[config.mk]
export PLATFORM = sky130hd
export DESIGN_NAME = pwm_deadtime
export DESIGN_NICKNAME = d
export VERILOG_FILES = /design/src/rtl/pwm_pkg.sv /design/src/rtl/dt_timer.sv /design/src/rtl/pwm_deadtime.sv
export SDC_FILE = /design/constraint.sdc
export NUM_CORES = 1
export LEC_CHECK = 0
export ABC_AREA = 1
export BUFFER_PORTS_ARGS = -buffer_cell sky130_fd_sc_hd__buf_2
export CELL_PAD_IN_SITES_DETAIL_PLACEMENT = 0
export CELL_PAD_IN_SITES_GLOBAL_PLACEMENT = 1
export CORE_MARGIN = 8
export CORE_UTILIZATION = 38
export CTS_BUF_LIST = sky130_fd_sc_hd__clkbuf_8
export DETAILED_ROUTE_END_ITERATION = 6
export GPL_ROUTABILITY_DRIVEN = 0
export HOLD_SLACK_MARGIN = 0.06
export PLACE_DENSITY_LB_ADDON = 0.1
export SYNTH_ARGS = -nofsm -noshare
export SYNTH_HDL_FRONTEND = slang
export SYNTH_SLANG_ARGS = --single-unit
[constraint.sdc]
create_clock -name clk -period 1.53 [get_ports clk]
set_clock_uncertainty 0.1 [all_clocks]
set_input_delay 0.0765 -clock clk [delete_from_list [all_inputs] [get_ports clk]]
set_output_delay 0.0765 -clock clk [all_outputs]
set_load 0.02 [all_outputs]
[src/rtl/pwm_pkg.sv]
// Shared types and constants for the PWM dead-time inserter.
package pwm_pkg;

  localparam int unsigned DT_W_DEFAULT = 4;

  // Side identifiers used for prev_side and exit-direction comparisons
  localparam logic LO = 1'b0;
  localparam logic HI = 1'b1;

  typedef enum logic [1:0] {
    OFF   = 2'd0,
    LO_ON = 2'd1,
    HI_ON = 2'd2,
    DEAD  = 2'd3
  } dt_state_t;

endpackage

[src/rtl/dt_timer.sv]
// Loadable down-counter that times the dead interval; load wins over dec.
module dt_timer
  import pwm_pkg::*;
#(
  parameter int unsigned DT_W = DT_W_DEFAULT
) (
  input  logic            clk,
  input  logic            rst,
  input  logic            load,
  input  logic [DT_W-1:0] load_val,
  input  logic            dec,
  output logic            zero
);

  logic [DT_W-1:0] cnt_q;
  logic [DT_W-1:0] cnt_d;

  // Next count: load, else decrement (saturating at zero), else hold
  always_comb begin
    cnt_d = cnt_q;
    if (load) begin
      cnt_d = load_val;
    end else if (dec && (cnt_q != '0)) begin
      cnt_d = cnt_q - DT_W'(1);
    end
  end

  // Count register with synchronous reset
  always_ff @(posedge clk) begin
    if (rst) begin
      cnt_q <= '0;
    end else begin
      cnt_q <= cnt_d;
    end
  end

  assign zero = (cnt_q == '0);

endmodule

[src/rtl/pwm_deadtime.sv]
// Complementary high/low gate driver with programmable dead time and
// short-pulse swallowing; outputs are decoded from registered state.
module pwm_deadtime
  import pwm_pkg::*;
#(
  parameter int unsigned DT_W = DT_W_DEFAULT
) (
  input  logic            clk,
  input  logic            rst,
  input  logic            en,
  input  logic            PWM_in,
  input  logic [DT_W-1:0] dead_cnt,
  output logic            hi_out,
  output logic            lo_out,
  output logic            dead_active,
  output logic            swallow
);

  dt_state_t       state_q;
  dt_state_t       state_d;
  logic            prev_side_q;
  logic            prev_side_d;
  logic            swallow_q;
  logic            swallow_d;
  logic            load_c;
  logic            dec_c;
  logic            zero_c;
  logic [DT_W-1:0] load_val_c;

  // Timer reload value: max(dead_cnt,1)-1, never underflows
  always_comb begin
    load_val_c = '0;
    if (dead_cnt != '0) begin
      load_val_c = dead_cnt - DT_W'(1);
    end
  end

  dt_timer #(
    .DT_W(DT_W)
  ) u_timer (
    .clk     (clk),
    .rst     (rst),
    .load    (load_c),
    .load_val(load_val_c),
    .dec     (dec_c),
    .zero    (zero_c)
  );

  // Next-state logic; en low overrides every transition
  always_comb begin
    state_d     = state_q;
    prev_side_d = prev_side_q;
    swallow_d   = 1'b0;
    load_c      = 1'b0;
    dec_c       = 1'b0;
    if (!en) begin
      state_d = OFF;
    end else begin
      case (state_q)
        OFF: begin
          // Opposite of current input so the first exit never reports a swallow
          state_d     = DEAD;
          load_c      = 1'b1;
          prev_side_d = ~PWM_in;
        end
        LO_ON: begin
          if (PWM_in) begin
            state_d     = DEAD;
            load_c      = 1'b1;
            prev_side_d = LO;
          end
        end
        HI_ON: begin
          if (!PWM_in) begin
            state_d     = DEAD;
            load_c      = 1'b1;
            prev_side_d = HI;
          end
        end
        DEAD: begin
          if (!zero_c) begin
            dec_c = 1'b1;
          end else begin
            state_d   = PWM_in ? HI_ON : LO_ON;
            swallow_d = (PWM_in == prev_side_q);
          end
        end
        default: state_d = OFF;
      endcase
    end
  end

  // State, side memory and swallow pulse registers
  always_ff @(posedge clk) begin
    if (rst) begin
      state_q     <= OFF;
      prev_side_q <= LO;
      swallow_q   <= 1'b0;
    end else begin
      state_q     <= state_d;
      prev_side_q <= prev_side_d;
      swallow_q   <= swallow_d;
    end
  end

  assign hi_out      = (state_q == HI_ON);
  assign lo_out      = (state_q == LO_ON);
  assign dead_active = (state_q == DEAD);
  assign swallow     = swallow_q;

endmodule

=== Yosys cells after proc, flatten, opt, wreduce, memory -nomap -nowiden ===
Cells that the tools add are included.

* Latch bits: 0
* Bits in read-only memories: 0
* Output and inout bits: 4
* Input bits: 8
* Register bits: 8
* RAM bits: 0
* Word-level logic and storage cells: 46
* Memories kept: 0

* Reduce and logical (&&, ||, !) cells: 11
* Order comparisons: 0
* $add $sub $neg: 2
* Muxes and demuxes: 18
* Multiply operators: 0
* Divide/modulo/power cells: 0
* Bitwise logic cells: 4
* Equal/unequal tests: 7
* Shifts and indexed selects: 0

{| class="wikitable"
|+ Operators by type and width
! cell !! count
|-
| $mux 4 || 3
|-
| $mux 1 || 8
|-
| $mux 2 || 4
|-
| $pmux 2 s4 || 1
|-
| $reduce_bool 4->1 || 2
|-
| $sub 4x1->4 const B || 2
|-
| $pmux 1 s3 || 2
|-
| $eq 2x2->1 const B || 2
|-
| $logic_not 4->1 || 1
|-
| $ne 2x2->1 const B || 2
|-
| $not 1->1 || 4
|-
| $reduce_and 4->1 || 1
|-
| $reduce_or 4->1 || 1
|-
| $reduce_and 3->1 || 1
|-
| $reduce_bool 3->1 || 1
|-
| $eq 2x1->1 const B || 1
|-
| $logic_not 2->1 || 1
|-
| $ne 2x1->1 const B || 1
|-
| $reduce_bool 2->1 || 1
|-
| $reduce_or 2->1 || 1
|-
| $eq 1x1->1 || 1
|-
| $logic_and 1x1->1 || 1
|}

=== Logic depth before layout (Yosys ltp) ===
* Word-level depth: 7
* Gate-level depth with buffers: 9
* Gate-level depth less buffers: 9

=== Cells and area by module ===
From an unflattened synthesis, not the netlist that was laid out.

* Cell total of the unflattened synthesis: 97
* Area total of the unflattened synthesis: 623.1 um2

{| class="wikitable"
|+ Modules (own cells, without submodules)
! module !! times used !! cells an instance !! area an instance (um2) !! seq. area each (um2)
|-
| pwm_deadtime || 1 || 56 || 349.1 || 80.1
|-
| dt_timer || 1 || 41 || 274.0 || 80.1
|}

=== Least setup slack after synthesis ===
Ideal clock, no wire load.

* Path type: register -> register
* Start point: register state_q[1]
* End point: register u_timer.cnt_q[3]
* Period minus slack after synthesis: 1.449 ns
* Buffers on the path: 0
* Stages on the path, launching flop included: 7
* Setup time: 0.111 ns
* Data required time: 1.319 ns
* Slack: 0.081 ns
* Arrival: 1.238 ns
* Cell sequence: dfxtp_1 > ha_1 > nand3_1 > nand2_2 > nand2_1 > nor2_2 > nor2_1

* Cells in the longest elaborated chain, start to end: 5
* Elaborated cells between the ends (all ways): 11
* Classes of those cells: eq/ne (3); mux (5); reduce/logical (3)

{| class="wikitable"
|+ Ends and longest elaborated chain
! element !! RTL line !! source
|-
| from (decl) || pwm_deadtime.sv:19 || <nowiki>dt_state_t state_q;</nowiki>
|-
| from (signal assigned) || pwm_deadtime.sv:100 || <nowiki>state_q <= state_d;</nowiki>
|-
| $eq 2x2->1 || - ||
|-
| net dead_active || pwm_deadtime.sv:15 || <nowiki>output logic dead_active,</nowiki>
|-
| $mux 1 || pwm_deadtime.sv:59 || <nowiki>case (state_q)</nowiki>
|-
| $mux 1 || pwm_deadtime.sv:56 || <nowiki>if (!en) begin</nowiki>
|-
| $logic_and 1x1->1 || dt_timer.sv:23 || <nowiki>end else if (dec && (cnt_q != '0)) begin</nowiki>
|-
| $reduce_bool 2->1 (no line) || - ||
|-
| to (signal assigned) || dt_timer.sv:33 || <nowiki>cnt_q <= cnt_d;</nowiki>
|-
| to (decl) || dt_timer.sv:15 || <nowiki>logic [DT_W-1:0] cnt_q;</nowiki>
|}

The timed path passes the listed nets, and every way through them passes these cells.
A chain may end at the register's enable or synchronous reset.

=== Worst setup path in the final report ===
* Start point: register state_q[0]
* End point: register state_q[1]

* Cells in the longest elaborated chain, start to end: 3
* Elaborated cells between the ends (all ways): 9
* Classes of those cells: eq/ne (6); mux (1); reduce/logical (2)

{| class="wikitable"
|+ Ends and longest elaborated chain
! element !! RTL line
|-
| $eq 2x2->1 / $eq 2x1->1 (equally long branches) || pwm_deadtime.sv:59
|-
| $ne 2x1->1 (no line) / $ne 2x2->1 (equally long branches) || -
|-
| $reduce_and 3->1 (no line) || -
|}

Parallel ways exist; a longest one is shown, timed or not.

==> PnR_summary.wiki <==
{| class="wikitable"
! Metric !! Value
|-
| Chip height || 56.74 microns
|-
| Relative area change from synthesis to final layout || 25.99%
|-
| Post-Synthesis Cell Area || ~630 sq um
|-
| Share of Yosys cell area claimed by the top area cell type || 0.2540
|-
| DP HPWL || 1171 microns
|-
| Fraction of synthesized area in multiplexers || 0
|-
| Routing layer with the top usage in global route || met2
|-
| Post-layout instance area || 794.5 sq um
|-
| Detailed router's first-iteration violation count || 16
|-
| Antenna Cells || 0
|-
| Clock buffer depth || 2
|-
| Detailed-routing iteration count for the pre-antenna-repair pass || 4
|-
| Most area-consuming cells after synthesis || sky130_fd_sc_hd__dfxtp_1 25%, sky130_fd_sc_hd__nand2_1 17%, sky130_fd_sc_hd__nor2_1 13%
|-
| Clock Pin Slew Worst Setup and Hold Paths || 0.04 ns
|-
| Power density over the cells || approximately 880 mW/mm^2
|-
| Maximum ir drop on the vdd rail || roughly 640 uV
|-
| Most common cell after layout, fill and taps aside || sky130_fd_sc_hd__nand2_1
|-
| Maximum operating frequency || 726.2 MHz
|-
| Required time of the critical path || roughly 1.6 ns
|-
| CTS root buffer || sky130_fd_sc_hd__clkbuf_8
|-
| Synth Area per Inst || roughly 6.1 sq um
|-
| DRC Markers || 0
|-
| Critical Path Fanout Max || 5
|-
| Fin crit period || 1.377 ns
|-
| Worst slew margin || 0.8319
|-
| Number of instances in the synthesized netlist || approximately 100
|-
| Worst hold path startpoint || rst
|-
| GRT Util Overall || 0.1007
|-
| Cell area after placement || about 750 sq um
|-
| Slew at the pin closest to its max-slew limit || 0.2498 ns
|-
| Leakage dissipation || roughly 0.00045 uW
|-
| Startpoint type of the worst setup path || register
|-
| Worst setup EP type || register
|-
| Via count of the first global-routing pass || roughly 650
|-
| Setup CP Type || reg2reg
|-
| Detailed-route vias per instance || ~4.7
|-
| Setup violation total in the final timing report || 0
|-
| Number of failing hold endpoints at the final stage || 0
|-
| Met2 Track Usage GR || 0.1818
|-
| Dominant combinational cell family by area after synthesis || simple AND/OR/NAND/NOR gates
|-
| Antenna violations before repair || 0
|-
| Placeable core region || 0.001524 sq mm
|-
| Crit path arrival time || 1.40 ns
|-
| Worst hold margin || about 0.08 ns
|-
| Hold-critical path depth || 4
|-
| Count of input and output buffers || 11
|-
| Clk sinks || 8
|-
| Period utilization || 0.9001
|-
| Worst-case reg-to-reg path depth || 8
|-
| Crit Reg-Reg Startpoint || state_q[0]$_SDFFE_PP0P_
|-
| CTS HTree Levels || 1
|-
| Met3 demand-to-capacity share in global routing || 0.04045
|-
| Sequential element share of the synthesized area || 0.2540
|-
| Library cell with the largest summed area after synthesis || sky130_fd_sc_hd__dfxtp_1
|-
| Count of nets left with antenna violations after detail routing || 0
|-
| Total Wirelength || 1455 microns
|-
| Register-to-register setup slack || between 0.15 and 0.2 ns
|-
| Number of distinct standard cells referenced by the synthesized netlist || 20
|-
| Synthesized Nets || ~120
|-
| Grt ovf || 0
|-
| Initial standard-cell utilization of the core || 0.4138
|-
| Final-report max-slew violation count || 0
|-
| Min-delay worst type || in2reg
|-
| Top library cells by usage in the layout, fill and taps aside || 29 x sky130_fd_sc_hd__nand2_1, 21 x sky130_fd_sc_hd__nor2_1, 16 x sky130_fd_sc_hd__inv_1
|-
| WL/cell || 10.39 microns
|-
| Boundary pin count || 12
|-
| Routed via count || 660
|-
| Power after layout || about 700 uW
|-
| Clk_lat worst skew || 0.23 ns
|-
| Cts hold-fix bufs || 0
|-
| Inserted Clock Buffers || 3
|-
| Clock tree from TritonCTS || yes
|-
| Setup repair after global routing missed its margin || no
|-
| Die Outline Area || 0.003219 sq mm
|-
| Wire length of the first global-routing pass || 2573 microns
|-
| Synthesis-stage register bit count || 8
|-
| Status || completed
|-
| Pin count of the biggest net entering global routing || 10
|-
| Total of max-cap violations || 0
|-
| Complex-gate fraction of the synthesized area || 0.07738
|-
| Simple-gate share of the synthesized area || 0.4623
|-
| Total Neg Setup Slack || 0 ns
|-
| Die width || ~57 microns
|-
| Post-synthesis xor/xnor area fraction || 0.01389
|-
| Reg2Reg Capture Point || state_q[1]$_SDFFE_PP0P_
|-
| Worst Hold End || u_timer.cnt_q[0]$_SDFFE_PP0P_
|-
| Fraction of the mapped netlist area in adder cells || 0.07937
|-
| Rows || 14
|-
| Net count reported at finish || 138
|-
| Met1 Resource Use GR || 0.09530
|-
| Ratio of cells with drive above 1 in the final layout || 0.2339
|-
| Count of yosys warnings during synthesis || 0
|-
| Count of filler cells inserted in the layout || 174
|}
[cells in the mapped netlist]
cell type and number:
sky130_fd_sc_hd__nand3b_1 1, sky130_fd_sc_hd__nor4_1 1, sky130_fd_sc_hd__o31ai_1 1, sky130_fd_sc_hd__a31oi_1 1, sky130_fd_sc_hd__nand2_4 1, sky130_fd_sc_hd__ha_1 4
sky130_fd_sc_hd__o21ai_1 1, sky130_fd_sc_hd__buf_6 1, sky130_fd_sc_hd__nand4_1 1, sky130_fd_sc_hd__nand3_4 1, sky130_fd_sc_hd__nand2_1 29, sky130_fd_sc_hd__nor2_2 2
sky130_fd_sc_hd__nand3_1 6, sky130_fd_sc_hd__o21ai_0 4, sky130_fd_sc_hd__dfxtp_1 8, sky130_fd_sc_hd__a21oi_1 2, sky130_fd_sc_hd__nor2_1 21, sky130_fd_sc_hd__inv_1 16
sky130_fd_sc_hd__nand2_2 2, sky130_fd_sc_hd__xor2_1 1
[report_power, final]
group          leakage, uW  switching [uW]  total, uW  internal (uW)
combinational     0.000358             116        201           85.0
sequential       0.0000664            13.9        241            227
clock            0.0000216            88.5        259            171
total             0.000446             219        702            483
[kinds of logic (layout without fill, tap and decap cells)]
| family | after synthesis | count (layout) |
|---|---|---|
| buf+inv | 17 | 37 |
| compound gates | 9 | 9 |
| simple gates | 65 | 65 |
| xor+xnor | 1 | 1 |
| fa+ha+maj | 4 | 4 |
| flops | 8 | 8 |
[layer usage]
metal,wire length (microns),share of wire
met2,740,0.51
met3,45,0.031
met1,635,0.44
met5,0,0
met4,34,0.023
[flip-flops by register name, indices dropped and copies added (netlist names)]
signal / flops
prev_side_q: 1
u_timer.cnt_q: 4
state_q: 2
swallow: 1
[area by class of cell]
cell class / instances / area, sq um / area share
sequential: 8 / 161.4 / 0.2031
multi-input combinational: 79 / 404.1 / 0.5087
timing repair buffer: 18 / 107.6 / 0.1354
clock buffer: 3 / 41.29 / 0.05197
inverter: 16 / 60.06 / 0.07559
tap: 16 / 20.02 / 0.02520
[worst max-delay path: stages, from the launching register on]
cell                      delay, ns
sky130_fd_sc_hd__dfxtp_2       0.36
sky130_fd_sc_hd__inv_1         0.06
sky130_fd_sc_hd__ha_1          0.21
sky130_fd_sc_hd__inv_1         0.06
sky130_fd_sc_hd__nand2_1       0.05
sky130_fd_sc_hd__o21ai_1       0.13
sky130_fd_sc_hd__nand2_1       0.09
sky130_fd_sc_hd__o21ai_0       0.14
sky130_fd_sc_hd__nor2_1        0.05
[worst max path at each step]
stage | startpoint | end | cells past startpoint
6_report | state_q[0]$_SDFFE_PP0P_ | state_q[1]$_SDFFE_PP0P_ | 8
5_1_grt | u_timer.cnt_q[1]$_SDFFE_PP0P_ | u_timer.cnt_q[2]$_SDFFE_PP0P_ | 9
4_1_cts | state_q[0]$_SDFFE_PP0P_ | state_q[1]$_SDFFE_PP0P_ | 8
3_5_place_dp | state_q[0]$_SDFFE_PP0P_ | state_q[1]$_SDFFE_PP0P_ | 8
3_3_place_gp | state_q[0]$_SDFFE_PP0P_ | prev_side_q$_SDFFE_PP0P_ | 6
2_1_floorplan | state_q[1]$_SDFFE_PP0P_ | u_timer.cnt_q[3]$_SDFFE_PP0P_ | 6
[timing repair]
| action | 4_1_cts | 5_1_grt |
|---|---|---|
| buffers inserted | 0 | 0 |
| endpoints found under the setup margin | 0 | 7 |
| resized for setup | 0 | 2 |
[stage by stage]
step | utilization | setup slack (ns) | std cells
final | 0.5213 | 0.1529 | 140
after global routing | 0.5213 | 0.01604 | 140
after CTS | 0.5172 | 0.07367 | 140
after detailed placement | 0.4901 | 0.06965 | 137
after global placement | 0.4901 | 0.1184 | 137
after floorplan | - | 0.08118 | 104
Power figures use the tool's default switching activity.
